### src/rtl/amplitude_ramp_ctrl.sv
// Keycode-driven volume level controller with a slew-limited amplitude output.
// Define AMP_MUTE_EN to enable the mute-toggle key (8'h10).
module amplitude_ramp_ctrl #(
  parameter int unsigned      AMP_W     = 16,
  parameter int unsigned      MAX_LEVEL = 8,
  parameter logic [AMP_W-1:0] RAMP_STEP = AMP_W'(16'h0800),
  parameter int unsigned      RAMP_DIV  = 4
) (
  input  logic             Clk,
  input  logic             Reset_n,
  input  logic [7:0]       keycode,
  output logic [AMP_W-1:0] amplitude,
  output logic [3:0]       level,
  output logic             muted,
  output logic             ramping
);

  localparam int unsigned CNT_W = (RAMP_DIV > 1) ? $clog2(RAMP_DIV) : 1;
  localparam int unsigned NUM_W = AMP_W + 5;
  localparam int unsigned LVL_N = 16;

  localparam logic [CNT_W-1:0] CNT_LAST = CNT_W'(RAMP_DIV - 1);
  localparam logic [3:0]       LVL_MAX  = 4'(MAX_LEVEL);

  localparam logic [7:0] KEY_NONE   = 8'h00;
  localparam logic [7:0] KEY_ZERO   = 8'h35;
  localparam logic [7:0] KEY_DIG_LO = 8'h1E;
  localparam logic [7:0] KEY_DIG_HI = 8'h25;
  localparam logic [7:0] KEY_DIG_BS = 8'h1D;
  localparam logic [7:0] KEY_UP     = 8'h2E;
  localparam logic [7:0] KEY_DN     = 8'h2D;
`ifdef AMP_MUTE_EN
  localparam logic [7:0] KEY_MUTE   = 8'h10;
`endif

  // Level-to-amplitude target; the top level saturates to full scale.
  function automatic logic [AMP_W-1:0] tgt_f(input int unsigned lvl);
    logic [NUM_W-1:0] num;
    if (lvl >= MAX_LEVEL) begin
      return '1;
    end
    num = NUM_W'(lvl) << AMP_W;
    return AMP_W'(num / NUM_W'(MAX_LEVEL));
  endfunction

  logic [AMP_W-1:0] w_tgt_tbl [LVL_N];

  for (genvar g = 0; g < LVL_N; g++) begin : g_tgt
    assign w_tgt_tbl[g] = tgt_f(g);
  end

  logic [AMP_W-1:0] r_amp;
  logic [3:0]       r_level;
  logic [7:0]       r_prev_key;
  logic [CNT_W-1:0] r_tick;

  logic             w_accept;
  logic             w_lvl_cmd;
  logic             w_cmd;
  logic             w_step;
  logic [3:0]       w_digit;
  logic [3:0]       w_level_nxt;
  logic             w_muted;
  logic [AMP_W-1:0] w_eff_tgt;
  logic [AMP_W:0]   w_sum;
  logic [AMP_W-1:0] w_gap;
  logic [AMP_W-1:0] w_amp_nxt;

  // A key acts once per press: new non-zero code versus last cycle.
  assign w_accept = (keycode != KEY_NONE) && (keycode != r_prev_key);
  assign w_digit  = 4'(keycode - KEY_DIG_BS);

  always_comb begin
    w_level_nxt = r_level;
    w_lvl_cmd   = 1'b0;
    if (w_accept) begin
      if (keycode == KEY_ZERO) begin
        w_level_nxt = '0;
        w_lvl_cmd   = 1'b1;
      end else if ((keycode >= KEY_DIG_LO) && (keycode <= KEY_DIG_HI)) begin
        w_level_nxt = (w_digit > LVL_MAX) ? LVL_MAX : w_digit;
        w_lvl_cmd   = 1'b1;
      end else if (keycode == KEY_UP) begin
        w_level_nxt = (r_level >= LVL_MAX) ? LVL_MAX : r_level + 4'd1;
        w_lvl_cmd   = 1'b1;
      end else if (keycode == KEY_DN) begin
        w_level_nxt = (r_level == 4'd0) ? 4'd0 : r_level - 4'd1;
        w_lvl_cmd   = 1'b1;
      end
    end
  end

`ifdef AMP_MUTE_EN
  logic r_muted;
  logic w_mute_cmd;
  logic w_muted_nxt;

  // Mute toggles on its own key; any level key also unmutes.
  always_comb begin
    w_mute_cmd  = w_accept && (keycode == KEY_MUTE);
    w_muted_nxt = r_muted;
    if (w_mute_cmd) begin
      w_muted_nxt = ~r_muted;
    end else if (w_lvl_cmd) begin
      w_muted_nxt = 1'b0;
    end
  end

  always_ff @(posedge Clk) begin
    if (!Reset_n) begin
      r_muted <= 1'b0;
    end else begin
      r_muted <= w_muted_nxt;
    end
  end

  assign w_muted = r_muted;
  assign w_cmd   = w_lvl_cmd | w_mute_cmd;
`else
  assign w_muted = 1'b0;
  assign w_cmd   = w_lvl_cmd;
`endif

  assign w_eff_tgt = w_muted ? '0 : w_tgt_tbl[r_level];
  assign w_step    = (r_tick == CNT_LAST);

  // One slew step toward target; the widened sum and the gap test clamp without wrap.
  always_comb begin
    w_sum     = {1'b0, r_amp} + {1'b0, RAMP_STEP};
    w_gap     = r_amp - w_eff_tgt;
    w_amp_nxt = r_amp;
    if (r_amp < w_eff_tgt) begin
      w_amp_nxt = (w_sum > {1'b0, w_eff_tgt}) ? w_eff_tgt : w_sum[AMP_W-1:0];
    end else if (r_amp > w_eff_tgt) begin
      w_amp_nxt = (w_gap <= RAMP_STEP) ? w_eff_tgt : r_amp - RAMP_STEP;
    end
  end

  // A command restarts the tick phase, so its first step lands RAMP_DIV cycles later.
  always_ff @(posedge Clk) begin
    if (!Reset_n) begin
      r_amp      <= '1;
      r_level    <= LVL_MAX;
      r_prev_key <= KEY_NONE;
      r_tick     <= '0;
    end else begin
      r_prev_key <= keycode;
      r_level    <= w_level_nxt;
      if (w_cmd) begin
        r_tick <= '0;
      end else if (w_step) begin
        r_tick <= '0;
        r_amp  <= w_amp_nxt;
      end else begin
        r_tick <= r_tick + CNT_W'(1);
      end
    end
  end

  assign amplitude = r_amp;
  assign level     = r_level;
  assign muted     = w_muted;
  assign ramping   = (r_amp != w_eff_tgt);

endmodule

### config.mk
export PLATFORM = sky130hd
export DESIGN_NAME = amplitude_ramp_ctrl
export DESIGN_NICKNAME = d
export VERILOG_FILES = /design/src/rtl/amplitude_ramp_ctrl.sv
export SDC_FILE = /design/constraint.sdc
export NUM_CORES = 1
export LEC_CHECK = 0
export BUFFER_PORTS_ARGS = -buffer_cell sky130_fd_sc_hd__buf_2
export CELL_PAD_IN_SITES_DETAIL_PLACEMENT = 0
export CELL_PAD_IN_SITES_GLOBAL_PLACEMENT = 2
export CORE_ASPECT_RATIO = 1.2
export CORE_MARGIN = 2
export CORE_UTILIZATION = 31
export CTS_CLUSTER_SIZE = 14
export DETAILED_ROUTE_END_ITERATION = 6
export PLACE_DENSITY = 0.8
export SETUP_SLACK_MARGIN = 0.4
export SYNTH_ARGS = -nofsm -noshare
export SYNTH_HDL_FRONTEND = slang
export SYNTH_SLANG_ARGS = --single-unit
### constraint.sdc
create_clock -name Clk -period 2.9 [get_ports Clk]
set_clock_uncertainty 0.15 [all_clocks]
set_input_delay 0 -clock Clk [delete_from_list [all_inputs] [get_ports Clk]]
set_output_delay 0 -clock Clk [all_outputs]
set_load 0.01 [all_outputs]
## Word-level counts from Yosys, hierarchy flattened

Memories as Yosys holds them, arrays and structs flattened.
Index checks and enable logic that the tools add are counted.

- Register bits after elaboration: 30
- Output and inout bits: 22
- Memories: 1
- ROM bits: 256

- $add $sub $neg: 7
- Mux-type cells: 18
- Bitwise gates (word level): 3
- Magnitude comparators: 9
- Reductions and logical operators: 9
- Eq/ne operators: 6

Memory list:

| name | words | width | read ports | clocked after Yosys merged registers in | wr ports | line | source |
|---|---|---|---|---|---|---|---|
| (no name shown) | 16 | 16 | 1 | 0 | 0 | 124 | `assign w_eff_tgt = w_muted ? '0 : w_tgt_tbl[r_level];` |

Operators by type and width:

| cell | number |
|---|---|
| $mux W16 | 6 |
| $mux W4 | 7 |
| $eq A8 B6 Y1 const B | 3 |
| $add A16 B12 Y17 const B | 1 |
| $gt A17 B16 Y1 | 1 |
| $gt A16 B16 Y1 | 1 |
| $le A16 B12 Y1 const B | 1 |
| $lt A16 B16 Y1 | 1 |
| $ne A16 B16 Y1 | 1 |
| $sub A16 B12 Y16 const B | 1 |
| $sub A16 B16 Y16 | 1 |
| $ge A8 B5 Y1 const B | 1 |
| $le A8 B6 Y1 const B | 1 |
| $ne A8 B8 Y1 | 1 |
| $reduce_bool A8 Y1 | 1 |
| $ge A5 B5 Y1 const B | 1 |
| $mux W1 | 5 |
| $not A4 Y5 | 1 |
| $add A4 B1 Y4 const B | 1 |
| $ge A4 B4 Y1 const B | 1 |
| $gt A4 B4 Y1 const B | 1 |
| $logic_not A4 Y1 | 1 |
| $reduce_bool A4 Y1 | 1 |
| $sub A4 B1 Y4 const B | 1 |
| 9 further kinds | 11 |

## Longest topological paths before layout

Gate-level depths: netlist of the first run.

- Word-level depth: 9
- Gate-level depth with buffers: 13
- Mapped depth without buffers: 11

## Worst setup path after synthesis of the first run

Ideal clock, no wire load.

- Kind: register to register
- Start point: register r_level[3], in the netlist level[3]
- End point: register r_amp[11], in the netlist amplitude[11]
- Required time: 2.666 ns
- Clock period less this slack: 3.230 ns
- Data arrival time: 2.996 ns
- Setup slack: -0.330 ns
- Library setup time: 0.084 ns
- Cell stages (with the launch flop): 13
- Path buffers: 3
- Path through: dfxtp_1 > buf_6 > clkbuf_1 > nor2_1 > ha_1 > buf_2 > or4b_4 > o211ai_2 > a311oi_2 > a2111oi_4 > mux2i_4 > and3_4 > o31ai_2

- Longest elaborated chain between the ends: 9
- Elaborated cells on any way between the ends: 15

Ends and longest elaborated chain:

| element | line | source |
|---|---|---|
| start, declared | 53 | `logic [3:0] r_level;` |
| start signal, assigned | 148 | `r_level <= w_level_nxt;` |
| $not A4 Y5 (not written as such) * | 124 |  |
| $mem_v2 Z16 W16 * | -- |  |
| $mux W16 (not written as such) * (2 in series) | 124 |  |
| $sub A16 B16 Y16 | 130 | `w_gap = r_amp - w_eff_tgt;` |
| $le A16 B12 Y1 | 135 | `w_amp_nxt = (w_gap <= RAMP_STEP) ? w_eff_tgt : r_amp - RAMP_STEP;` |
| $mux W16 | 135 |  |
| $mux W16 | 134 | `end else if (r_amp > w_eff_tgt) begin` |
| $mux W16 | 132 | `if (r_amp < w_eff_tgt) begin` |
| end signal, assigned | 153 | `r_amp <= w_amp_nxt;` |
| end, declared | 52 | `logic [AMP_W-1:0] r_amp;` |

Every way passes the cells marked *; elsewhere a longest branch is shown, timed or not. The select of a mux whose other input is x is not followed.
A chain may end at the register's enable or synchronous reset.

## Worst setup path after layout of the first run

- Start point: register r_amp[12], in the netlist amplitude[12]
- End point: register r_amp[13], in the netlist amplitude[13]

- Longest elaborated chain between the ends: 5
- Elaborated cells on any way between the ends: 13

Ends and longest elaborated chain:

| element | line |
|---|---|
| $sub A16 B16 Y16 | 130 |
| $le A16 B12 Y1 | 135 |
| $mux W16 | 135 |
| $mux W16 | 134 |
| $mux W16 | 132 |

Parallel ways exist; a longest one is shown, timed or not. The select of a mux whose other input is x is not followed.

==> results of run 1 <==
==> layout make-up <==
type                    count  area share [%]
inverters                  14           1.957
clock buffers               4           2.470
multi-input cells         188           59.27
well taps                  85           3.961
flip-flops and latches     20           15.42
repair buffers             67           16.92
==> kinds of logic after synthesis <==
group / count (synthesis)
AOI/OAI and AO/OA: 54
and+or+nand+nor: 85
adders and majority gates: 20
buffers and inverters: 40
xor gates and xnor gates: 21
DFF: 20
muxes: 7
other: 1
==> flip-flops by register name, summed over array words and instances, names as in the netlist <==
signal	count
level	4
r_prev_key	8
r_tick	2
amplitude	6
==> timing repair <==
| action | CTS | global route |
|---|---|---|
| setup endpoints to repair | 6 | 8 |
| pin swaps | 13 | 13 |
| gates resized for setup | 18 | 11 |
| setup buffers | 13 | 3 |
| endpoints found under the hold margin | 13 | 0 |
| hold buffers | 9 | 0 |
==> synthesized netlist by cell type (all sizes together) (3+ instances only) <==
| master | number | area (µm²) |
|---|---|---|
| ha | 20 | 250.2 |
| mux2i | 5 | 62.56 |
| nor2 | 16 | 78.83 |
| xnor2 | 9 | 78.83 |
| clkbuf | 3 | 11.26 |
| or3 | 3 | 18.77 |
| nand2 | 19 | 71.32 |
| inv | 13 | 48.79 |
| nor3 | 9 | 45.04 |
| and2 | 6 | 37.54 |
| a31oi | 6 | 37.54 |
| buf | 23 | 155.2 |
| and3 | 5 | 36.28 |
| a22oi | 3 | 22.52 |
| o311ai | 3 | 26.28 |
| o22ai | 3 | 18.77 |
| nand2b | 3 | 18.77 |
| dfxtp | 20 | 400.4 |
| nand3 | 7 | 35.03 |
| o21ai | 10 | 50.05 |
| xor2 | 12 | 105.1 |
| a21oi | 6 | 30.03 |
| o211ai | 4 | 35.03 |
| nor4 | 6 | 52.55 |
==> critical path: cells and delay by family (launching register included) <==
family | cells | cell delay, ns
compound gates | 3 | 0.60
xor+xnor | 1 | 0.17
fa+ha+maj | 2 | 0.46
flops | 1 | 0.39
mux | 1 | 0.30
simple gates | 4 | 0.49
==> path summary, 6_finish.rpt <==
| check | endpoint | slack [ns] | cells past startpoint |
|---|---|---|---|
| worst max-delay path | amplitude[13]$_SDFFE_PN1P_ | 0.24 | 11 |
| worst min-delay path | r_tick[0]$_SDFF_PP0_ | 0.29 | 1 |
| worst max register to register | amplitude[13]$_SDFFE_PN1P_ | 0.24 | 11 |
| worst min register to register | r_tick[0]$_SDFF_PP0_ | 0.29 | 1 |
==> metal layers <==
layer | vias to the layer above | wire (µm) | track usage, %
met4 | 0 | 110 | 5.117
met3 | 11 | 142 | 1.462
met2 | 40 | 2858 | 28.38
met1 | 918 | 2470 | 18.79
met5 | - | 0 | 0
li1 | 969 | - | -
==> where the power goes <==
group	switching, mW	internal [mW]	total [mW]
Clock	0.101	0.150	0.251
Sequential	0.0131	0.287	0.300
Combinational	0.182	0.169	0.351
Total	0.296	0.605	0.901
==> per-stage QoR <==
step	setup WS (ns)	area [µm²]	hold WS, ns	instances	total power [mW]
after floorplan	0.1362	2093	-0.02829	248	0.5155
after global placement	0.09700	2253	0.1543	349	0.5842
after detailed placement	0.08578	2253	0.1571	349	0.5830
after CTS	0.2332	2609	0.2875	375	0.8892
after global routing	0.1262	2685	0.3047	378	0.9471
final	0.2380	2685	0.2888	378	0.9013
==> layout by cell type (no fill, tap or decap), types with 3 or more instances in the layout <==
cell type,n
o311ai_1,3
dlygate4sd3_1,9
and3_1,4
nor4_1,5
o211ai_1,3
dfxtp_1,15
xnor2_1,8
nor2_1,13
o21ai_1,4
clkbuf_8,3
xor2_1,12
inv_1,11
nor3_2,4
and2_1,6
buf_4,27
mux2i_1,4
nor3_1,5
ha_1,15
nand3_1,6
buf_2,30
a21oi_1,5
ha_4,5
or3_1,3
a31oi_1,5
nand2_1,19
o21ai_0,6
dfxtp_4,3
a22oi_1,3
==> flow_summary.toml, run 1 <==
[worst_setup_path]
critPathMaxStageDelay_ns = 0.39
path_max_fanout = 7
crit_chain = "ha_4 > nand3_4 > xnor2_4 > ha_4 > nand3_1 > or2_4 > a211oi_2 > a31oi_2 > mux2i_4 > nor3_2 > o311ai_1"
endpoint_kind = "flip-flop"
critPathLaunchType = "flip-flop"
critical_path.most_common_cell = "ha_4"
setup.worst_path.class = "reg2reg"
cp.arrival_ns = 2.68
timing.rr.start = "amplitude[12]$_SDFFE_PN1P_"
critPathLaunch = "amplitude[12]$_SDFFE_PN1P_"
cp.required_ns = 2.91
crit_slowest_cell = "dfxtp_4"

[yosys]
synth-adder-area-share_pct = 12.25
synth_cells = 248
synthFlopType = "dfxtp_1"
yosysWarnings = 0
synth.area.mux_share_pct = 4.164
synth_xor_area_share_pct = 9.002
syn_area_um2 = 2043
synthArstFlopShare_pct = 0
synth_compound_area_share_pct = 20.33
synth_top_family_by_area = "simple AND/OR/NAND/NOR gates"
ys_seq_elements = 20
syn_avg_cell_area_um2 = 8.239
synth-seq-area-share_pct = 19.60
ys_types = 63
synth_edf_count = 0
synth_nets = 278
synthSimpleGateAreaFrac_pct = 23.76

[floorplan]
die_h_um = 92.94
die_w_um = 78.11
dieArea_um2 = 7259
ioPinCount = 32
row_count = 32
start_util_pct = 31.89
core_um2 = 6406

[min_path]
hp-class = "reg2reg"
min_from = "r_tick[0]$_SDFF_PP0_"

[power_and_ir_drop]
power_density_nw_per_um2 = 335.7
p_leak_nw = 1.105
peakVddDrop_uv = 302.9

[cts]
clock_latency_ns = 0.26
cts_tree = "done"
cts_sinks = 20
path_clk_slew_ns = 0.08
htreeDepth = 1
cts_made_buffers = 3
clockBufferDepth = 2
cts-root-buf = "clkbuf_8"

[sta]
fin_crit_ns = 2.662
setup_viol = 0
timing.fmax_mhz = 375.7
rsz0062_at_grt = "true"
fin_crit_sh_pct = 91.79
tns_ns = 0
hold_viol_final = 0
slew_viol_final = 0

[drt]
drtIter0Drc = 57
vias_per_cell = 5.127
vias = 1938
wire_per_inst_um = 14.77
drc = 0
ant_nets = 0
dr.pass1.iters = 4
routed_wirelength_um = 5582

[finish]
area_growth_pct = 31.41
drive_gt1_share_pct = 34.81
multi_input_comb_area_um2 = 1592
n_antenna_cell = 0
regArea_um2 = 414.1
nFillCells = 651
nNetsFinal = 324
fin_util_pct = 41.91

[grt]
grt_first_pass_wirelength_um = 9149
antenna_found_initial = 0
grt_max_degree = 19
gr-usage-all-layers_pct = 15.49
overflow = 0
grt_pass1_vias = 1918

[run_status]
status = "finished clean"

[placement]
gp_congestion = 0.8230
portBuffers = 30
place_hpwl_um = 3800

[flow_run]
cap_violations = 0
Note: power is estimated with default switching activity, not from simulation.
==> run 2, diff against run 1 <==
--- a/config.mk
+++ b/config.mk
@@ -10,10 +10,10 @@
 export CELL_PAD_IN_SITES_GLOBAL_PLACEMENT = 2
 export CORE_ASPECT_RATIO = 1.2
 export CORE_MARGIN = 2
-export CORE_UTILIZATION = 31
+export CORE_UTILIZATION = 34
 export CTS_CLUSTER_SIZE = 14
 export DETAILED_ROUTE_END_ITERATION = 6
-export PLACE_DENSITY = 0.8
+export PLACE_DENSITY = 0.83
 export SETUP_SLACK_MARGIN = 0.4
 export SYNTH_ARGS = -nofsm -noshare
 export SYNTH_HDL_FRONTEND = slang
==> constraint.sdc (replaced) <==
create_clock -name Clk -period 2.47 [get_ports Clk]
set_clock_uncertainty 0.15 [all_clocks]
set_input_delay 0 -clock Clk [delete_from_list [all_inputs] [get_ports Clk]]
set_output_delay 0 -clock Clk [all_outputs]
set_load 0.01 [all_outputs]
==> run 2 against run 1 <==
The flow now finishes with violations (negative setup slack). Core utilization is 5.9 points higher. Fmax rose by 2.8%. Flip-flop and latch count did not move. Non-clock buffer count is 15 higher. Clock power rose by 17%. Sequential share of layout area decreased by 0.39 points. Via count grew 0.88%. Worst hold slack worse by 0.10 ns. Critical endpoint unchanged. Largest power group unchanged.
==> flow_summary.toml, run 2 (synthesis results as in run 1) <==
[drt]
wire_per_inst_um = 14.09
ant_nets = 0
drtIter0Drc = 62
routed_wirelength_um = 5465
dr.pass1.iters = 4
vias = 1955
drc = 0
vias_per_cell = 5.039

[worst_setup_path]
timing.rr.start = "level[3]$_SDFFE_PN1P_"
setup.worst_path.class = "reg2reg"
endpoint_kind = "flip-flop"
path_max_fanout = 6
cp.arrival_ns = 2.61
timing.rr.end = "amplitude[13]$_SDFFE_PN1P_"
rrSetupSlack_ns = -0.12
crit_end = "amplitude[13]$_SDFFE_PN1P_"
cp.required_ns = 2.49
critPathLaunchType = "flip-flop"
critPathLaunch = "level[3]$_SDFFE_PN1P_"
r2r_cells = 11

[placement]
portBuffers = 30
gp_congestion = 0.8403
place_hpwl_um = 4091
dpl_cell_area_um2 = 2450
dp_slack_ns = -0.1961
dp_cells = 371

[sta]
slew_viol_final = 0
fin_crit_ns = 2.589
fin_crit_sh_pct = 104.8
timing.fmax_mhz = 386.2
setup_viol = 6
hold_viol_final = 0
rsz0062_at_grt = "true"
timing.final.ws_setup_ns = -0.1195

[flow_run]
cap_violations = 0

[cts]
htreeDepth = 1
cts_sinks = 20
clock_latency_ns = 0.26
path_clk_slew_ns = 0.08
cts-root-buf = "clkbuf_8"
cts_made_buffers = 3
clockBufferDepth = 2
cts_tree = "done"

[run_status]
violations = "negative setup slack"
status = "finished, violations left"

[grt]
grt_first_pass_wirelength_um = 8949
grt_max_degree = 15
grt_pass1_vias = 1855
antenna_found_initial = 0
overflow = 0
gr-usage-all-layers_pct = 17.43

[finish]
nNetsFinal = 339
n_antenna_cell = 0
fin_cells = 388
largest_register_ffs = 8
drive_gt1_share_pct = 36.04
regMostFlops = "r_prev_key"
nFillCells = 570
layout_common_cells = "buf_4, buf_2, nand2_1"
multi_input_comb_area_um2 = 1535
regArea_um2 = 412.9
fin_util_pct = 47.82
area_growth_pct = 34.41
layout_commonest_cell = "buf_4"
stdcell_area_um2 = 2746

[floorplan]
row_count = 30
start_util_pct = 35.58
die_h_um = 88.92
dieArea_um2 = 6648
core_um2 = 5743
ioPinCount = 32
die_w_um = 74.77

[power_and_ir_drop]
power_density_nw_per_um2 = 387.4
power_mw = 1.064
p_leak_nw = 1.172
peakVddDrop_uv = 250.8

[min_path]
hp-class = "in2reg"
run 2: metal layers:
metal	share of wire [%]	up-vias	track usage, %
met5	0	-	0
met4	1.8	0	6.169
met3	2.6	8	2.029
met2	50	40	30.97
met1	45	902	21.49
li1	-	1005	-
run 2: worst max-delay path: stages, from the launching register on:
cell and delay, ns:
dfxtp_4 0.37, buf_12 0.13, nor2_4 0.11, ha_4 0.23, or4b_4 0.48, o211ai_2 0.08
a311oi_2 0.08, a2111oi_4 0.20, buf_4 0.19, or2_4 0.13, o22ai_1 0.07, o311ai_1 0.28
run 2: area by class of cell:
| cell class | count | share of cell area (%) |
|---|---|---|
| flip-flops and latches | 20 | 15.03 |
| well taps | 80 | 3.645 |
| multi-input cells | 188 | 55.90 |
| clock buffers | 4 | 2.415 |
| inverters | 14 | 1.913 |
| repair buffers | 82 | 21.09 |
run 2: worst min-delay path by stage:
stage / cells after the start / slack, ns / startpoint / to
3_5_place_dp: 2 / 0.15 / keycode[5] / r_prev_key[5]$_SDFF_PN0_
4_1_cts: 4 / 0.18 / keycode[6] / level[3]$_SDFFE_PN1P_
2_1_floorplan: 1 / -0.03 / keycode[5] / r_prev_key[5]$_SDFF_PN0_
3_3_place_gp: 2 / 0.15 / keycode[5] / r_prev_key[5]$_SDFF_PN0_
6_report: 4 / 0.19 / keycode[6] / level[3]$_SDFFE_PN1P_
5_1_grt: 4 / 0.23 / keycode[6] / level[3]$_SDFFE_PN1P_
run 2: power by group:
part | internal [mW] | switching [mW] | total [mW] | leakage [nW]
Sequential | 0.338 | 0.0126 | 0.350 | 0.164
Clock | 0.176 | 0.118 | 0.294 | 0.0339
Combinational | 0.211 | 0.209 | 0.420 | 0.974
run 2: through the flow:
step	hold slack, ns	TNS [ns]
detailed placement	0.1547	-0.8449
CTS	0.1843	-0.3405
global placement	0.1504	-0.6171
global route	0.2298	-1.209
floorplan	-0.02829	-1.519
finish	0.1879	-0.4314
run 2: timing repair:
| item | CTS | global route |
|---|---|---|
| endpoints found under the hold margin | 13 | 0 |
| endpoints found under the setup margin | 8 | 8 |
| hold buffers | 9 | 0 |
| resized for setup | 15 | 8 |
| pin swaps | 6 | 0 |
| setup buffers | 3 | 1 |
==> run 3, diff against run 2 <==
==> constraint.sdc (replaced) <==
create_clock -name Clk -period 2.9 [get_ports Clk]
set_clock_uncertainty 0.15 [all_clocks]
set_input_delay 0 -clock Clk [delete_from_list [all_inputs] [get_ports Clk]]
set_output_delay 0 -clock Clk [all_outputs]
set_load 0.01 [all_outputs]
==> run 3 against run 2 <==
The flow now finishes without violations. Design area up 0.91%. Die area is the same. Critical path depth did not move. Sequential share of layout area decreased by 0.23 points. Final cell count decreased by 1.3%. Global-route usage grew 0.36 points. Clock power decreased by 15%. First-iteration DRC count rose by 53%. Core utilization up 0.44 points. Flip-flop and latch count is the same. Largest power group unchanged.
==> flow_summary.toml, run 3 (synthesis results as in run 1) <==
[run_status]
status = "finished clean"

[grt]
grt_pass1_vias = 1937
antenna_found_initial = 0
gr-usage-all-layers_pct = 17.79
grt_max_degree = 19
overflow = 0
grt_first_pass_wirelength_um = 9204

[floorplan]
ioPinCount = 32
dieArea_um2 = 6648
die_h_um = 88.92
start_util_pct = 35.58
die_w_um = 74.77
row_count = 30
core_um2 = 5743

[finish]
largest_register_ffs = 8
layout_commonest_cell = "buf_2"
area_growth_pct = 35.64
drive_gt1_share_pct = 34.65
n_antenna_cell = 0
nFillCells = 569
layout_common_cells = "buf_2, buf_4, nand2_1"
stdcell_area_um2 = 2771
regMostFlops = "r_prev_key"
nNetsFinal = 334

[sta]
tns_ns = 0
timing.fmax_mhz = 378.3
fin_crit_sh_pct = 91.16
slew_viol_final = 0
setup_viol = 0
fin_crit_ns = 2.644
rsz0062_at_grt = "true"
hold_ws_ns = 0.2979
hold_viol_final = 0

[power_and_ir_drop]
switchingPower_mw = 0.2944
power.share.sequential_pct = 32.6
combinationalPowerShare_pct = 40.1
clkPwrFrac_pct = 27.3
power_density_nw_per_um2 = 328.8
p_leak_nw = 1.159
p_sw_share_pct = 32.31
p_int_mw = 0.6168
peakVddDrop_uv = 284.8

[drt]
vias_per_cell = 5.191
routed_wirelength_um = 5433
ant_nets = 0
vias = 1988
drc = 0
dr.pass1.iters = 6
wire_per_inst_um = 14.19
drtIter0Drc = 95

[cts]
cts-root-buf = "clkbuf_8"
htreeDepth = 1
clock_latency_ns = 0.26
cts_made_buffers = 3
clockBufferDepth = 2
cts_tree = "done"
path_clk_slew_ns = 0.08
cts_sinks = 20

[worst_setup_path]
endpoint_kind = "flip-flop"
r2r_cells = 11
setup.worst_path.class = "reg2reg"
critPathLaunchType = "flip-flop"
cp.required_ns = 2.92
cp.arrival_ns = 2.66
path_max_fanout = 8

[min_path]
hold_depth = 1
hp-class = "reg2reg"

[placement]
portBuffers = 30
gp_congestion = 0.7739
dpl_cell_area_um2 = 2262
place_hpwl_um = 3813

[flow_run]
cap_violations = 0
==> run 3: final timing paths <==
path | start | end | slack [ns]
max | level[3]$_SDFFE_PN1P_ | amplitude[13]$_SDFFE_PN1P_ | 0.26
min | r_tick[0]$_SDFF_PP0_ | r_tick[0]$_SDFF_PP0_ | 0.30
max reg2reg | level[3]$_SDFFE_PN1P_ | amplitude[13]$_SDFFE_PN1P_ | 0.26
min reg2reg | r_tick[0]$_SDFF_PP0_ | r_tick[0]$_SDFF_PP0_ | 0.30
==> run 3: final cells by class <==
cell class	count	area (µm²)	area share (%)
tap	80	100.1	3.612
inverter	14	52.55	1.896
multi-input combinational	188	1579	56.97
sequential	20	410.4	14.81
clock buffer	4	66.31	2.393
timing repair buffer	77	563.0	20.32
==> run 3: metal layers <==
layer / GRT usage, % / share of wire (%) / vias up
met3: 1.353 / 2.8 / 13
li1: - / - / 994
met5: 0 / 0 / -
met1: 22.31 / 44 / 934
met2: 31.62 / 51 / 47
met4: 6.494 / 2.7 / 0
==> run 3: worst max-delay path, cell delays in order, from the launching register on <==
cell,delay (ns)
dfxtp_4,0.38
buf_12,0.13
nor2_4,0.11
ha_4,0.24
or4b_4,0.48
o211ai_2,0.08
a311oi_2,0.08
a2111oi_4,0.20
buf_4,0.20
or2_4,0.14
o22ai_2,0.06
o311ai_1,0.28
==> run 3: stage by stage <==
stage                     setup slack [ns]  utilization, %  instances  power, mW
after global routing                0.1615           48.26        383     0.9714
after CTS                           0.3011           46.88        378     0.8999
after floorplan                     0.1362               -        248     0.5155
final                               0.2563           48.26        383     0.9112
after detailed placement           0.07658           39.39        346     0.5872
after global placement              0.1675           39.39        346     0.5859
==> run 3: repair_timing <==
action                                  CTS  global route
pin swaps                                16             9
hold buffers                             16             0
resized for setup                        18             9
endpoints found under the hold margin    13             0
setup buffers                            12             5
endpoints found under the setup margin    6             8
gates cloned                              0             0
==> run 3: power groups by stage <==
stage                     combinational, mW  sequential, mW  clock (mW)
after detailed placement              0.282           0.305           0
after CTS                             0.344           0.297       0.259
after global routing                  0.402           0.299       0.271
after floorplan                       0.210           0.305           0
after global placement                0.281           0.305           0
final                                 0.365           0.297       0.249
